`src/rtl/turfc_wb_bridge_pkg.sv`:
```
// Shared definitions for the TURF byte-stream to WISHBONE bridge:
// field widths, header/status bit positions and state encoding.
package turfc_wb_bridge_pkg;

  localparam int unsigned BYTE_W = 8;
  localparam int unsigned ADR_W  = 20;
  localparam int unsigned DAT_W  = 32;
  localparam int unsigned SEL_W  = 4;
  localparam int unsigned TMO_W  = 16;

  localparam int unsigned HDR_WE      = 7;
  localparam int unsigned HDR_SEL_MSB = 3;
  localparam int unsigned HDR_SEL_LSB = 0;

  localparam int unsigned ST_ACK = 7;
  localparam int unsigned ST_ERR = 6;
  localparam int unsigned ST_RTY = 5;
  localparam int unsigned ST_TMO = 4;

  typedef enum logic [2:0] {
    S_HDR  = 3'd0,
    S_ADR  = 3'd1,
    S_WDAT = 3'd2,
    S_BUS  = 3'd3,
    S_STAT = 3'd4,
    S_RDAT = 3'd5
  } state_t;

endpackage

```
`src/rtl/turfc_wb_bridge.sv`:
```
// Byte-stream command packets in, one WISHBONE classic cycle out, status and
// read data returned as bytes. One transaction in flight at a time.
module turfc_wb_bridge
  import turfc_wb_bridge_pkg::*;
#(
  parameter int unsigned TIMEOUT_CYCLES = 1024
) (
  input  logic              clk_i,
  input  logic              rst_i,
  input  logic [BYTE_W-1:0] rx_dat_i,
  input  logic              rx_valid_i,
  output logic              rx_ready_o,
  output logic [BYTE_W-1:0] tx_dat_o,
  output logic              tx_valid_o,
  input  logic              tx_ready_i,
  output logic              cyc_o,
  output logic              stb_o,
  output logic              we_o,
  output logic [ADR_W-1:0]  adr_o,
  output logic [DAT_W-1:0]  dat_o,
  output logic [SEL_W-1:0]  sel_o,
  input  logic [DAT_W-1:0]  dat_i,
  input  logic              ack_i,
  input  logic              err_i,
  input  logic              rty_i
);

  state_t             state, state_nxt;
  logic [1:0]         bcnt;
  logic [TMO_W-1:0]   tmo_cnt;
  logic [DAT_W-1:0]   rdata;
  logic [BYTE_W-1:0]  status;
  logic               rx_fire, tx_fire, term, tmo_hit, byte_step;
  logic               rx_ready_nxt, tx_valid_nxt, cyc_nxt;

  assign rx_fire   = rx_valid_i & rx_ready_o;
  assign tx_fire   = tx_valid_o & tx_ready_i;
  assign term      = ack_i | err_i | rty_i;
  // Last permitted stb cycle: the counter starts at zero on the first one.
  assign tmo_hit   = (tmo_cnt == TMO_W'(TIMEOUT_CYCLES - 1));
  assign byte_step = (rx_fire & ((state == S_ADR) | (state == S_WDAT))) |
                     (tx_fire & (state == S_RDAT));

  always_ff @(posedge clk_i) begin
    if (rst_i) state <= S_HDR;
    else       state <= state_nxt;
  end

  always_comb begin
    state_nxt = state;
    case (state)
      S_HDR:  if (rx_fire) state_nxt = S_ADR;
      S_ADR:  if (rx_fire && bcnt == 2'd2) state_nxt = we_o ? S_WDAT : S_BUS;
      S_WDAT: if (rx_fire && bcnt == 2'd3) state_nxt = S_BUS;
      S_BUS:  if (term || tmo_hit) state_nxt = S_STAT;
      S_STAT: if (tx_fire) state_nxt = we_o ? S_HDR : S_RDAT;
      S_RDAT: if (tx_fire && bcnt == 2'd3) state_nxt = S_HDR;
      default: state_nxt = S_HDR;
    endcase
  end

  // Control outputs are registered copies decoded from the upcoming state.
  always_comb begin
    rx_ready_nxt = 1'b0;
    tx_valid_nxt = 1'b0;
    cyc_nxt      = 1'b0;
    case (state_nxt)
      S_HDR, S_ADR, S_WDAT: rx_ready_nxt = 1'b1;
      S_BUS:                cyc_nxt      = 1'b1;
      S_STAT, S_RDAT:       tx_valid_nxt = 1'b1;
      default: ;
    endcase
  end

  // A termination on the final allowed cycle takes precedence over timeout.
  always_comb begin
    status         = '0;
    status[ST_ACK] = ack_i;
    status[ST_ERR] = err_i;
    status[ST_RTY] = rty_i;
    status[ST_TMO] = ~term;
  end

  always_ff @(posedge clk_i) begin
    if (rst_i) begin
      rx_ready_o <= 1'b0;
      tx_valid_o <= 1'b0;
      tx_dat_o   <= '0;
      cyc_o      <= 1'b0;
      stb_o      <= 1'b0;
      we_o       <= 1'b0;
      adr_o      <= '0;
      dat_o      <= '0;
      sel_o      <= '0;
      bcnt       <= '0;
      tmo_cnt    <= '0;
      rdata      <= '0;
    end else begin
      rx_ready_o <= rx_ready_nxt;
      tx_valid_o <= tx_valid_nxt;
      cyc_o      <= cyc_nxt;
      stb_o      <= cyc_nxt;

      if (state != state_nxt) bcnt <= '0;
      else if (byte_step)     bcnt <= 2'(bcnt + 2'd1);

      if (state == S_BUS) tmo_cnt <= TMO_W'(tmo_cnt + 1'b1);
      else                tmo_cnt <= '0;

      case (state)
        S_HDR: if (rx_fire) begin
          we_o  <= rx_dat_i[HDR_WE];
          sel_o <= rx_dat_i[HDR_SEL_MSB:HDR_SEL_LSB];
        end
        S_ADR:  if (rx_fire) adr_o <= {adr_o[ADR_W-BYTE_W-1:0], rx_dat_i};
        S_WDAT: if (rx_fire) dat_o <= {dat_o[DAT_W-BYTE_W-1:0], rx_dat_i};
        S_BUS: if (term || tmo_hit) begin
          tx_dat_o <= status;
          rdata    <= ack_i ? dat_i : '0;
        end
        S_STAT, S_RDAT: if (tx_fire && !we_o) begin
          tx_dat_o <= rdata[DAT_W-1 -: BYTE_W];
          rdata    <= {rdata[DAT_W-BYTE_W-1:0], BYTE_W'(0)};
        end
        default: ;
      endcase
    end
  end

endmodule
```
`config.mk`:
```
export PLATFORM = sky130hd
export DESIGN_NAME = turfc_wb_bridge
export DESIGN_NICKNAME = d
export VERILOG_FILES = /design/src/rtl/turfc_wb_bridge_pkg.sv /design/src/rtl/turfc_wb_bridge.sv
export SDC_FILE = /design/constraint.sdc
export NUM_CORES = 1
export LEC_CHECK = 0
export ABC_AREA = 1
export ABC_CLOCK_PERIOD_IN_PS = 2350
export BUFFER_PORTS_ARGS = -buffer_cell sky130_fd_sc_hd__buf_2
export CORE_MARGIN = 1.5
export CORE_UTILIZATION = 26
export DETAILED_ROUTE_END_ITERATION = 10
export PLACE_DENSITY = 0.45
export SLEW_MARGIN = 20
export SYNTH_ARGS = -nofsm -noshare
export SYNTH_HDL_FRONTEND = slang
export SYNTH_SLANG_ARGS = --single-unit
```
`constraint.sdc`:
```
create_clock -name clk_i -period 2.35 [get_ports clk_i]
set_clock_uncertainty 0.1 [all_clocks]
set_input_delay 0.235 -clock clk_i [delete_from_list [all_inputs] [get_ports clk_i]]
set_output_delay 0.235 -clock clk_i [all_outputs]
set_load 0.02 [all_outputs]
```
==> flow_summary.ini <==
[flow_run]
maxCapViolCount = 0

[global_routing]
grt_max_degree = 54
grtUsageTotal = 0.137
grt_pass1_wl_mm = 21.3
overflow = 0
antenna_found_initial = 0
first_global_vias = 4247

[die]
initial_core_util = 0.265
core_um2 = 18700
dieWidth_um = 141
die_area_um2 = 19900
io-pin-count = 116
die_y_um = 141
num_rows = 50

[yosys]
synth_area_um2 = 4950
synth_flop_cell = dfxtp_1
synthCells = 703
synth_top_area_cell = dfxtp_1
synthTopCellsByArea = dfxtp_1 49%, nor2_1 13%, nand2_1 11%
synth_top_area_share = 0.489
async_flop_share = 0
synth_warnings = 0
ys_ff_latch = 121
synth-edff-count = 0
seq_area_frac_synth = 0.489
synth.distinct_cells = 29
synth_nets = 753
syn_avg_cell_area_um2 = 7.04

[cells_and_area]
fillerInstances = 2046
drive_above_1_share = 0.211
instances_no_fill = 1069
regArea_um2 = 2420
fin_nets = 872
area_growth_pct = 31.8
diodes = 0
multi_input_area_um2 = 2180

[sta]
tns_ns = 0
finalCritPeriodShare = 0.822
setup_viol = 0
rsz0062_at_grt = false
slew_violations = 0
worstMarginPinSlew_ns = 0.553
max_slew_margin = 0.631
min_period_ns = 1.93
clock.fmax_ghz = 0.517
hold_violations = 0

[route]
first_pass_iters = 4
drtIter0Drc = 214
num_vias = 4652
final_antenna_net_count = 0
drcViolationCount = 0
via_per_inst = 4.35
routed_wl_mm = 13.1
wl_per_cell_um = 12.3

[worst_setup_path]
end_kind = flip-flop
r2r_setup_slack_ns = 0.42
cp.arrival_ns = 2.18
cp-start-kind = flip-flop
path_max_fanout = 23
crit_type = flip-flop to flip-flop
required_ns = 2.60

[power]
power_density_nw_per_um2 = 804
p_leak_nw = 2.89
ir_drop_mv = 0.453

[min_path]
min_path_type = input pin to flip-flop

[clock_tree]
htreeDepth = 4
insertion_delay_ns = 0.42
ctsResizeCount = 0
cts_tree = yes
cts_sinks = 121
clockRootBuffer = clkbuf_16
clk_pin_slew_worst_paths_ns = 0.06
cts_buffers = 17
clock_path_buffers = 2

[place]
portBuffers = 115
place_congestion = 0.793
dp_cells = 1027
hpwlAfterDp_mm = 8.88

[outcome]
status = finished, final reports clean
-- synthesized netlist by cell type, types with 5 or more instances --
cell        n
a21oi_1    40
buf_2      14
clkbuf_1   19
dfxtp_1   121
inv_1      41
inv_2       5
nand2_1   142
nand3_1    15
nor2_1    177
nor2_2      5
nor3_1      6
o21ai_0    89
-- path summary, 6_finish.rpt --
kind / startpoint / end / cells past startpoint
worst max-delay path: tmo_cnt[0]$_SDFF_PP0_ / tx_dat_o[4]$_SDFFE_PP0P_ / 12
worst min-delay path: rx_dat_i[6] / dat_o[6]$_SDFFE_PP0P_ / 3
worst max register to register: tmo_cnt[0]$_SDFF_PP0_ / tx_dat_o[4]$_SDFFE_PP0P_ / 12
worst min register to register: sel_o[1]$_SDFFE_PP0P_ / sel_o[1]$_SDFFE_PP0P_ / 2
-- per-layer routing --
layer,wire [um],vias up,global-route usage
met5,0,-,0
met4,218,0,0.0554
met3,478,19,0.0387
met2,5770,112,0.207
met1,6640,2046,0.184
li1,-,2475,-
-- cell type report --
| type | instances | share of cell area |
|---|---|---|
| well taps | 234 | 0.0449 |
| clock buffers | 18 | 0.0673 |
| inverters | 46 | 0.0265 |
| repair buffers | 137 | 0.123 |
| flip-flops and latches | 121 | 0.371 |
| clock inverters | 14 | 0.0336 |
| multi-input cells | 499 | 0.334 |
-- kinds of logic after synthesis --
kind of cell / count (synthesis) / share of synthesized area
and+or+nand+nor: 354 / 0.283
AOI/OAI and AO/OA: 140 / 0.146
DFF: 121 / 0.489
buffers and inverters: 83 / 0.0710
adders and majority gates: 3 / 0.00758
xor gates and xnor gates: 2 / 0.00354
-- state kept, by name, summed over array words and instances, names as in the netlist --
name	count
stb_o	1
adr_o	20
tx_valid_o	1
we_o	1
rx_ready_o	1
tx_dat_o	8
bcnt	2
sel_o	4
rdata	32
dat_o	32
state	3
tmo_cnt	16
-- per-stage QoR --
stage	hold WS, ns	power [mW]	cell area, um2	utilization	worst slack, ns
finish	0.0170	5.25	6530	0.349	0.417
global route	0.00236	5.45	6530	0.349	0.137
CTS	0.00345	5.32	6530	0.349	0.389
detailed placement	0.333	2.38	5770	0.308	0.405
global placement	0.329	2.38	5770	0.308	0.446
floorplan	0.279	2.27	4950	-	0.702
-- critical path, cell delays in order (launching register included) --
cell,delay [ns]
dfxtp_1,0.35
ha_1,0.17
nand2_1,0.07
inv_1,0.08
nand2_2,0.07
nor2_2,0.15
nand2_1,0.11
nand3_2,0.11
nand2_2,0.09
inv_2,0.06
buf_4,0.25
o21ai_0,0.11
a21oi_1,0.14
-- what timing repair did --
item,CTS,global route
hold endpoints to repair,11,0
buffers inserted,0,0
hold buffers,10,0
-- where the power goes --
| part | switching, mW | internal (mW) |
|---|---|---|
| Sequential | 0.0127 | 2.07 |
| Clock | 0.995 | 1.91 |
| Combinational | 0.156 | 0.0988 |
| Total | 1.16 | 4.09 |
-- layout by cell type, fill, tap and decap left out, types with 3 or more instances in the layout --
cell type        n
inv_1           40
o21ai_0         89
clkbuf_16       17
nor3_1           6
buf_4            9
nand2_2          3
inv_2            6
nand2_1        142
o21ai_1          3
nor2_1         177
nor2_2           5
dlygate4sd3_1   10
nand3_1         15
a21oi_1         40
dfxtp_1        121
bufinv_16        5
ha_1             3
buf_2          115
buf_12           3
clkinvlp_4       5
Power figures use the tool's default switching activity.
